===== config.mk =====
export PLATFORM = sky130hd
export DESIGN_NAME = vcm_i2c_writer
export DESIGN_NICKNAME = d
export VERILOG_FILES = /design/src/rtl/vcm_i2c_pkg.sv /design/src/rtl/vcm_i2c_writer_qtick.sv /design/src/rtl/vcm_i2c_writer.sv
export SDC_FILE = /design/constraint.sdc
export NUM_CORES = 1
export LEC_CHECK = 0
export CORE_MARGIN = 2
export CORE_UTILIZATION = 40
export CTS_CLUSTER_SIZE = 25
export DETAILED_ROUTE_END_ITERATION = 8
export PLACE_DENSITY = 0.6
export REMOVE_ABC_BUFFERS = 1
export SLEW_MARGIN = 25
export SYNTH_ARGS = -nofsm -noshare
export SYNTH_HDL_FRONTEND = slang
export SYNTH_SLANG_ARGS = --single-unit

===== constraint.sdc =====
create_clock -name CLK -period 3.3 [get_ports CLK]
set_clock_uncertainty 0.15 [all_clocks]
set_input_delay 0.66 -clock CLK [delete_from_list [all_inputs] [get_ports CLK]]
set_output_delay 0.66 -clock CLK [all_outputs]
set_load 0.005 [all_outputs]

===== src/rtl/vcm_i2c_pkg.sv =====
// Shared types and constants for the VCM I2C writer.
// Latency: n/a (declarations only).
// Backpressure: n/a.
package vcm_i2c_pkg;

  typedef enum logic [2:0] {IDLE, START, BIT, ACK, STOP} state_t;

  localparam logic [1:0]  Q_LAST   = 2'd3;
  localparam int unsigned N_BYTES  = 3;
  localparam logic        RW_WRITE = 1'b0;

  // Byte on the wire for a given byte index: address+W, then word MSB, then LSB.
  function automatic logic [7:0] tx_byte(input logic [1:0]  idx,
                                         input logic [6:0]  addr,
                                         input logic [15:0] word);
    logic [7:0] b;
    case (idx)
      2'd0:    b = {addr, RW_WRITE};
      2'd1:    b = word[15:8];
      default: b = word[7:0];
    endcase
    return b;
  endfunction

endpackage


===== src/rtl/vcm_i2c_writer_qtick.sv =====
// Quarter-period tick generator: one TICK every CLK_DIV cycles while EN is high.
// Latency: first TICK in the CLK_DIV-th enabled cycle; counter clears whenever EN drops.
// Backpressure: none; EN is the only control.
module i2c_qtick #(
  parameter int unsigned CLK_DIV = 125
) (
  input  logic CLK,
  input  logic RESET,
  input  logic EN,
  output logic TICK
);

  localparam int unsigned   CW      = (CLK_DIV > 1) ? $clog2(CLK_DIV) : 1;
  localparam logic [CW-1:0] CNT_MAX = CW'(CLK_DIV - 1);

  logic [CW-1:0] cnt_q;

  // Free-running divider, held at zero while disabled so every transfer starts phase-aligned.
  always_ff @(posedge CLK or posedge RESET) begin
    if (RESET) begin
      cnt_q <= '0;
    end else if (!EN || (cnt_q == CNT_MAX)) begin
      cnt_q <= '0;
    end else begin
      cnt_q <= cnt_q + 1'b1;
    end
  end

  assign TICK = EN && (cnt_q == CNT_MAX);

endmodule


===== src/rtl/vcm_i2c_writer.sv =====
// Sends a 16-bit VCM word as one I2C write (START, addr+W, MSB, LSB, STOP) when it changed.
// Latency: 116*CLK_DIV cycles from first BUSY cycle to DONE (44*CLK_DIV on address NACK).
// Backpressure: TRIG while BUSY is remembered once and replayed the cycle after DONE.
module vcm_i2c_writer
  import vcm_i2c_pkg::*;
#(
  parameter int unsigned CLK_DIV    = 125,
  parameter logic [6:0]  SLAVE_ADDR = 7'h0C
) (
  input  logic        CLK,
  input  logic        RESET,
  input  logic [15:0] VCM_DATA,
  input  logic        TRIG,
  input  logic        SDA_IN,
  output logic        SCL,
  output logic        SDA_OE,
  output logic        BUSY,
  output logic        DONE,
  output logic        ACK_ERR,
  output logic [15:0] LAST_SENT
);

  localparam logic [1:0] LAST_BYTE = 2'(N_BYTES - 1);

  state_t      state_q, state_d;
  logic [1:0]  q_q, q_d;
  logic [2:0]  bit_q, bit_d;
  logic [1:0]  byte_q, byte_d;
  logic [15:0] sh_q, sh_d;
  logic        busy_q, busy_d;
  logic        done_q, done_d;
  logic        ack_err_q, ack_err_d;
  logic [15:0] last_sent_q, last_sent_d;
  logic        valid_q, valid_d;
  logic        pend_q, pend_d;
  logic        scl_q, scl_d;
  logic        sda_oe_q, sda_oe_d;
  logic [7:0]  cur_byte;
  logic        tick;

  i2c_qtick #(.CLK_DIV(CLK_DIV)) u_qtick (
    .CLK  (CLK),
    .RESET(RESET),
    .EN   (busy_q),
    .TICK (tick)
  );

  // Next-state: acceptance/dedup in IDLE, quarter/bit/byte sequencing on ticks, bookkeeping at STOP exit.
  always_comb begin
    state_d     = state_q;
    q_d         = q_q;
    bit_d       = bit_q;
    byte_d      = byte_q;
    sh_d        = sh_q;
    busy_d      = busy_q;
    done_d      = 1'b0;
    ack_err_d   = ack_err_q;
    last_sent_d = last_sent_q;
    valid_d     = valid_q;
    pend_d      = pend_q;

    if (busy_q && TRIG) pend_d = 1'b1;

    if (state_q == IDLE) begin
      if (TRIG || pend_q) begin
        pend_d = 1'b0;
        if (!valid_q || (VCM_DATA != last_sent_q)) begin
          sh_d      = VCM_DATA;
          state_d   = START;
          q_d       = '0;
          bit_d     = 3'd7;
          byte_d    = '0;
          busy_d    = 1'b1;
          ack_err_d = 1'b0;
        end
      end
    end else if (tick) begin
      // Slave ACK is sampled at the end of the high-SCL first half of the ACK slot.
      if ((state_q == ACK) && (q_q == 2'd2) && SDA_IN) ack_err_d = 1'b1;

      if (q_q != Q_LAST) begin
        q_d = q_q + 2'd1;
      end else begin
        q_d = '0;
        case (state_q)
          START: begin
            state_d = BIT;
            bit_d   = 3'd7;
            byte_d  = '0;
          end
          BIT: begin
            if (bit_q == 3'd0) state_d = ACK;
            else               bit_d   = bit_q - 3'd1;
          end
          ACK: begin
            if (ack_err_q || (byte_q == LAST_BYTE)) begin
              state_d = STOP;
            end else begin
              state_d = BIT;
              bit_d   = 3'd7;
              byte_d  = byte_q + 2'd1;
            end
          end
          STOP: begin
            state_d = IDLE;
            busy_d  = 1'b0;
            done_d  = 1'b1;
            if (!ack_err_q) begin
              last_sent_d = sh_q;
              valid_d     = 1'b1;
            end
          end
          default: state_d = IDLE;
        endcase
      end
    end
  end

  // Pin levels for the upcoming (state, quarter) so SCL/SDA_OE come straight from flops.
  always_comb begin
    cur_byte = tx_byte(byte_d, SLAVE_ADDR, sh_d);
    scl_d    = 1'b1;
    sda_oe_d = 1'b0;
    case (state_d)
      START: begin
        scl_d    = (q_d != 2'd3);
        sda_oe_d = q_d[1];
      end
      BIT: begin
        scl_d    = q_d[1];
        sda_oe_d = ~cur_byte[bit_d];
      end
      ACK: begin
        scl_d    = q_d[1];
        sda_oe_d = 1'b0;
      end
      STOP: begin
        scl_d    = (q_d != 2'd0);
        sda_oe_d = ~q_d[1];
      end
      default: begin
        scl_d    = 1'b1;
        sda_oe_d = 1'b0;
      end
    endcase
  end

  // FSM and output registers; reset releases the bus immediately without a STOP.
  always_ff @(posedge CLK or posedge RESET) begin
    if (RESET) begin
      state_q     <= IDLE;
      q_q         <= '0;
      bit_q       <= '0;
      byte_q      <= '0;
      sh_q        <= '0;
      busy_q      <= 1'b0;
      done_q      <= 1'b0;
      ack_err_q   <= 1'b0;
      last_sent_q <= '0;
      valid_q     <= 1'b0;
      pend_q      <= 1'b0;
      scl_q       <= 1'b1;
      sda_oe_q    <= 1'b0;
    end else begin
      state_q     <= state_d;
      q_q         <= q_d;
      bit_q       <= bit_d;
      byte_q      <= byte_d;
      sh_q        <= sh_d;
      busy_q      <= busy_d;
      done_q      <= done_d;
      ack_err_q   <= ack_err_d;
      last_sent_q <= last_sent_d;
      valid_q     <= valid_d;
      pend_q      <= pend_d;
      scl_q       <= scl_d;
      sda_oe_q    <= sda_oe_d;
    end
  end

  assign SCL       = scl_q;
  assign SDA_OE    = sda_oe_q;
  assign BUSY      = busy_q;
  assign DONE      = done_q;
  assign ACK_ERR   = ack_err_q;
  assign LAST_SENT = last_sent_q;

endmodule


## Word-level counts from Yosys, hierarchy flattened

Index checks and enable logic that the tools add are counted.

- Register bits: 56
- Input bits: 20
- Output and inout port bits: 21
- Logic and storage cells: 118

- Mux-type cells: 55
- $lt $le $gt $ge: 1
- Eq/ne operators: 18
- $add $sub $neg: 4
- Bitwise gates (word level): 5
- Reductions and logical operators: 21

Operators with widths:

| kind | count |
|---|---|
| 16-bit two-way mux | 3 |
| 3-bit two-way mux | 14 |
| 2-bit two-way mux | 11 |
| 1-bit two-way mux | 19 |
| 3-bit one-hot mux with 3 select lines | 2 |
| 16-bit inequality test | 1 |
| 8-bit one-hot mux with 2 select lines | 1 |
| 3-bit by 2-bit == test with 1-bit output (second input constant) | 4 |
| 5-bit AND reduction | 2 |
| 2-bit nonzero test | 4 |
| 7-bit by 1-bit adder with 7-bit output (second input constant) | 1 |
| 7-bit == test (second input constant) | 1 |
| 7-bit two-way mux | 1 |
| 3-bit by 1-bit == test with 1-bit output (second input constant) | 2 |
| 3-bit == test (second input constant) | 2 |
| 3-bit zero test | 2 |
| 2-bit inequality test (second input constant) | 3 |
| 1-bit one-hot mux with 3 select lines | 2 |
| 1-bit inverter | 5 |
| 2-bit by 1-bit adder with 2-bit output (second input constant) | 2 |
| 2-bit == test (second input constant) | 2 |
| 1-bit logical AND | 4 |
| 1-bit logical OR | 4 |
| 3-bit by 4-bit less-than comparator with 1-bit output (second input constant) | 1 |
| 9 further kinds | 11 |

## Logic depth before layout (Yosys ltp)

- Word-level depth: 13
- Gate-level depth with buffers: 13
- Depth with buffers taken out: 12

## By module

Synthesis repeated with hierarchy kept, for this count alone.

- Cell total of the unflattened synthesis: 269
- Area, all modules: 3049.2 µm²

Modules (own cells, without submodules):

| module | area each (µm²) | sequential area each (µm²) | cells each | instances |
|---|---|---|---|---|
| vcm_i2c_writer | 2692.6 | 1227.4 | 232 | 1 |
| i2c_qtick | 356.6 | 175.2 | 37 | 1 |

## Worst setup path after synthesis

Ideal clock, no wire load.

- Kind: input port to flip-flop
- Start point: input VCM_DATA[12]
- End point: register sda_oe_q (netlist: SDA_OE)
- Setup time: 0.126 ns
- Cell stages on the path: 10
- Buffers on the path: 1
- Data arrival time: 2.610 ns
- Data required time: 3.024 ns
- Slack: 0.414 ns
- Cells stage by stage: xor2_1 -> nor4_1 -> nand2_1 -> o21a_1 -> clkbuf_1 -> inv_1 -> o311a_1 -> o311ai_0 -> o311ai_1 -> o31ai_2

- Word-level cells in the longest chain between the ends: 11
- Elaborated cells on any way between the ends: 28
- Those cells by class: 5 x eq/ne; 19 x mux; 2 x bitwise; 2 x reduce/logical

RTL lines:

| element | RTL line | text |
|---|---|---|
| start: declaration | vcm_i2c_writer.sv:12 | `input logic [15:0] VCM_DATA,` |
| 16-bit inequality test | vcm_i2c_writer.sv:67 | `if (!valid_q \|\| (VCM_DATA != last_sent_q)) begin` |
| 1-bit logical OR | vcm_i2c_writer.sv:67 |  |
| 2-bit two-way mux | vcm_i2c_writer.sv:67 |  |
| 2-bit two-way mux | vcm_i2c_writer.sv:65 | `if (TRIG \|\| pend_q) begin` |
| 2-bit two-way mux | vcm_i2c_writer.sv:64 | `if (state_q == IDLE) begin` |
| 2-bit by 1-bit == test with 1-bit output / 2-bit zero test (equally long branches) | vcm_i2c_pkg.sv:17 | `case (idx)` |
| 8-bit one-hot mux with 2 select lines | vcm_i2c_pkg.sv:17 |  |
| 1-bit binary-select mux with 3-bit select | vcm_i2c_writer.sv:131 | `sda_oe_d = ~cur_byte[bit_d];` |
| 1-bit two-way mux (implied by the code) | vcm_i2c_writer.sv:131 |  |
| 1-bit inverter | vcm_i2c_writer.sv:131 |  |
| 1-bit one-hot mux with 3 select lines (*) | vcm_i2c_writer.sv:124 | `case (state_d)` |
| net sda_oe_d | vcm_i2c_writer.sv:37 | `logic sda_oe_q, sda_oe_d;` |
| end signal: assignment | vcm_i2c_writer.sv:177 | `sda_oe_q <= sda_oe_d;` |
| end: declaration | vcm_i2c_writer.sv:37 |  |

The timed path passes the listed nets; every way through them passes the cells marked *. The select of a mux whose other input is x is not followed.
A chain may end at the register's enable or synchronous reset.

## Worst setup path in the final report

- Start point: input VCM_DATA[12]
- End point: register sda_oe_q (netlist: SDA_OE)

- Elaborated cells on any way between the ends: 28
- Those cells by class: 5 x eq/ne; 19 x mux; 2 x bitwise; 2 x reduce/logical

RTL lines:

| element | RTL line | text |
|---|---|---|
| 16-bit inequality test | vcm_i2c_writer.sv:67 |  |
| 1-bit logical OR | vcm_i2c_writer.sv:67 |  |
| 16-bit two-way mux | vcm_i2c_writer.sv:67 |  |
| 16-bit two-way mux | vcm_i2c_writer.sv:65 |  |
| 16-bit two-way mux | vcm_i2c_writer.sv:64 |  |
| net sh_d[11] | vcm_i2c_writer.sv:29 | `logic [15:0] sh_q, sh_d;` |
| 8-bit one-hot mux with 2 select lines | vcm_i2c_pkg.sv:17 |  |
| 1-bit binary-select mux with 3-bit select | vcm_i2c_writer.sv:131 |  |
| 1-bit two-way mux (implied by the code) | vcm_i2c_writer.sv:131 |  |
| 1-bit inverter | vcm_i2c_writer.sv:131 |  |
| 1-bit one-hot mux with 3 select lines | vcm_i2c_writer.sv:124 |  |
| net sda_oe_d | vcm_i2c_writer.sv:37 |  |

The timed path passes the listed nets, and every way through them passes these cells. The select of a mux whose other input is x is not followed.

==> qor.csv <==
metric,value,unit
"Arr. time, crit path",3.21,ns
slew margin rel.,0.6777,
initial antenna violation count,0,
Power Density,339.4,nW/um2
Worst R2R Path Depth,12,
global-route wire length before repair,11.50,mm
crit start category,primary input,
Final Hold Fails,0,
"Clk pin slew, worst setup/hold paths",0.10,ns
Cell Rows,31,
# diodes,0,
"Setup violations, final",0,
clock sinks,56,
vias in the first global route,2417,
DP HPWL,4.891,mm
Initial Utilization,0.4128,
"commonest non-fill, non-tap cells in the layout","dfrtp_1, clkdlybuf4s50_1, buf_4, mux2_2, nor2_1",
Synth Cell Area,2978,um2
global route hottest layer,met2,
all-layer global routing usage,0.1743,
synth top area cells,"dfrtp_1, mux2_2, xor2_1",
fin crit share,0.9485,
Tmin final,3.130,ns
Max Cap Viol,0,
die area,8150,um2
GPL Wtd Cong,0.9292,
worst-margin pin slew,0.4794,ns
Yosys reg bits,56,
Final ANT Viol Nets,0,
Non-Filler Instances,453,
worst skew pair latency,0.31,ns
"most common cell after layout, fill and taps aside",dfrtp_1,
Avg WL per Cell,14.60,um
CTS tree,yes,
end point of the critical path,SDA_OE,
die width,90.28,um
DR pass1 iterations,4,
maximum root-to-sink buffer count,2,
# Post-CTS Setup Buffers,0,
H-tree Lvls,2,
R2R Path End,SDA_OE,
placed insts,446,
DRC Markers,0,
RSZ-0062 raised after global routing,no,
critical path class,primary input to flop,
"Cell Area, Placed",3744,um2
Final Net Count,381,
syn avg cell area,10.64,um2
met2 usage,0.2876,
Critical path origin,VCM_DATA[12],
met1 Track Usage GR,0.2274,
DR iter-0 viols,122,
cts bufs inserted,5,
cell taking the most area after synthesis,dfrtp_1,
final instance area,3902,um2
Die Span Y,90.28,um
Ys Warns,0,
share of post-route cells with drive strength above 1,0.2627,
top-area cell type share of the netlist area,0.4622,
P_leak,1.734,nW
fin. max-slew vios,0,
DR vias/cell,5.119,
Routed WL,6.613,mm
CP Max Fanout,6,
async set-or-reset flop fraction in the synthesized netlist,1.000,
prevailing post-synth register cell,dfrtp_1,
RR Startpoint,u_qtick.cnt_q[0],
DR vias,2319,
number of distinct library cells after synthesis,58,
Worst setup EP type,flop,
root buffer cell,clkbuf_8,
GR Util met3,0.04090,
R2R setup slack,0.25,ns
status,"complete, no violations",
largest net degree at the start of global routing,57,
Syn Inst Count,280,
sequential fraction of the synthesis area,0.4710,
Post-synth EDFFs,0,
f_max,319.5,MHz
Area Growth Syn to Fin,31.05,%
Core Footprint,7214,um2
Hold Path Class,flop to flop,
# port buffers,40,
worst path required time,3.38,ns
setup TNS,0,ns
GRT Residual Overflow,0,
maximum vdd ir drop,0.1348,mV
# IOs,41,
synth_stat cells, drive strengths merged, types with 4 or more instances:
| library cell | n |
|---|---|
| dfrtp | 55 |
| inv | 17 |
| nand4 | 4 |
| mux2 | 32 |
| nand2 | 19 |
| nor3 | 10 |
| nor2 | 26 |
| ha | 7 |
| a21oi | 4 |
| o21ai | 9 |
| xor2 | 18 |
| clkbuf | 5 |
| nor4 | 7 |
| nand3 | 11 |
critical path, stage by stage:
cell             delay, ns
clkdlybuf4s50_1       0.45
xor2_1                0.17
nor4_2                0.29
buf_4                 0.16
nand2_1               0.08
o21a_4                0.26
mux2_2                0.31
or3_1                 0.32
a32oi_1               0.20
o2bb2ai_1             0.09
o31ai_2               0.22
report_power, final:
part	switching [mW]	internal (mW)	total [mW]
clock network	0.227	0.299	0.526
registers	0.00723	0.696	0.704
logic	0.0428	0.0521	0.0948
total	0.277	1.05	1.32
repair_timing:
action / in CTS / in global routing
hold buffers: 0 / 0
resized for setup: 2 / 4
endpoints found under the setup margin: 1 / 1
pin swaps: 0 / 4
flip-flops by register name (all words and copies together), names as in the netlist:
register	count
SCL	1
bit_q	3
SDA_OE	1
LAST_SENT	16
u_qtick.cnt_q	7
q_q	2
pend_q	1
BUSY	1
state_q	3
ACK_ERR	1
sh_q	16
byte_q	2
valid_q	1
DONE	1
through the flow:
| stage | worst slack [ns] | util | hold WS (ns) | total power, mW |
|---|---|---|---|---|
| after floorplan | 0.2101 | - | 0.2892 | 0.7575 |
| after global placement | -0.3356 | 0.5189 | 0.3057 | 0.8105 |
| after detailed placement | -0.3597 | 0.5189 | 0.3279 | 0.8122 |
| after CTS | 0.01667 | 0.5385 | 0.3483 | 1.338 |
| after global routing | 0.01422 | 0.5409 | 0.3663 | 1.374 |
| final | 0.1698 | 0.5409 | 0.3447 | 1.325 |
layout make-up:
class	instances	area [um2]
Clock buffer	5	68.82
Fill cell	685	3312
Sequential cell	56	1403
Tap cell	99	123.9
Timing Repair Buffer	75	675.6
Inverter	17	70.07
Clock inverter	2	60.06
Multi-Input combinational cell	199	1501
kinds of logic (layout without fill, tap and decap cells):
| family | Yosys count | count (layout) | share of synthesized area |
|---|---|---|---|
| DFF | 56 | 56 | 0.4710 |
| buffers and inverters | 25 | 99 | 0.03529 |
| muxes | 34 | 34 | 0.1290 |
| adders and majority gates | 7 | 7 | 0.02941 |
| AOI/OAI and AO/OA | 41 | 41 | 0.1017 |
| xor gates and xnor gates | 21 | 21 | 0.06177 |
| and+or+nand+nor | 96 | 96 | 0.1719 |
routing by layer:
metal  part of all wire  wire [um]
met5                  0          0
met2               0.48       3194
met3              0.038        254
met1               0.47       3078
met4              0.013         85
how the worst min path moves through the flow:
stage                 start       to  depth (start not counted)
finish              valid_q  valid_q                          1
global route        valid_q  valid_q                          1
CTS                 valid_q  valid_q                          1
detailed placement  valid_q  valid_q                          1
global placement    valid_q  valid_q                          1
floorplan           valid_q  valid_q                          1
No activity file was read; power rests on OpenSTA's default activity.
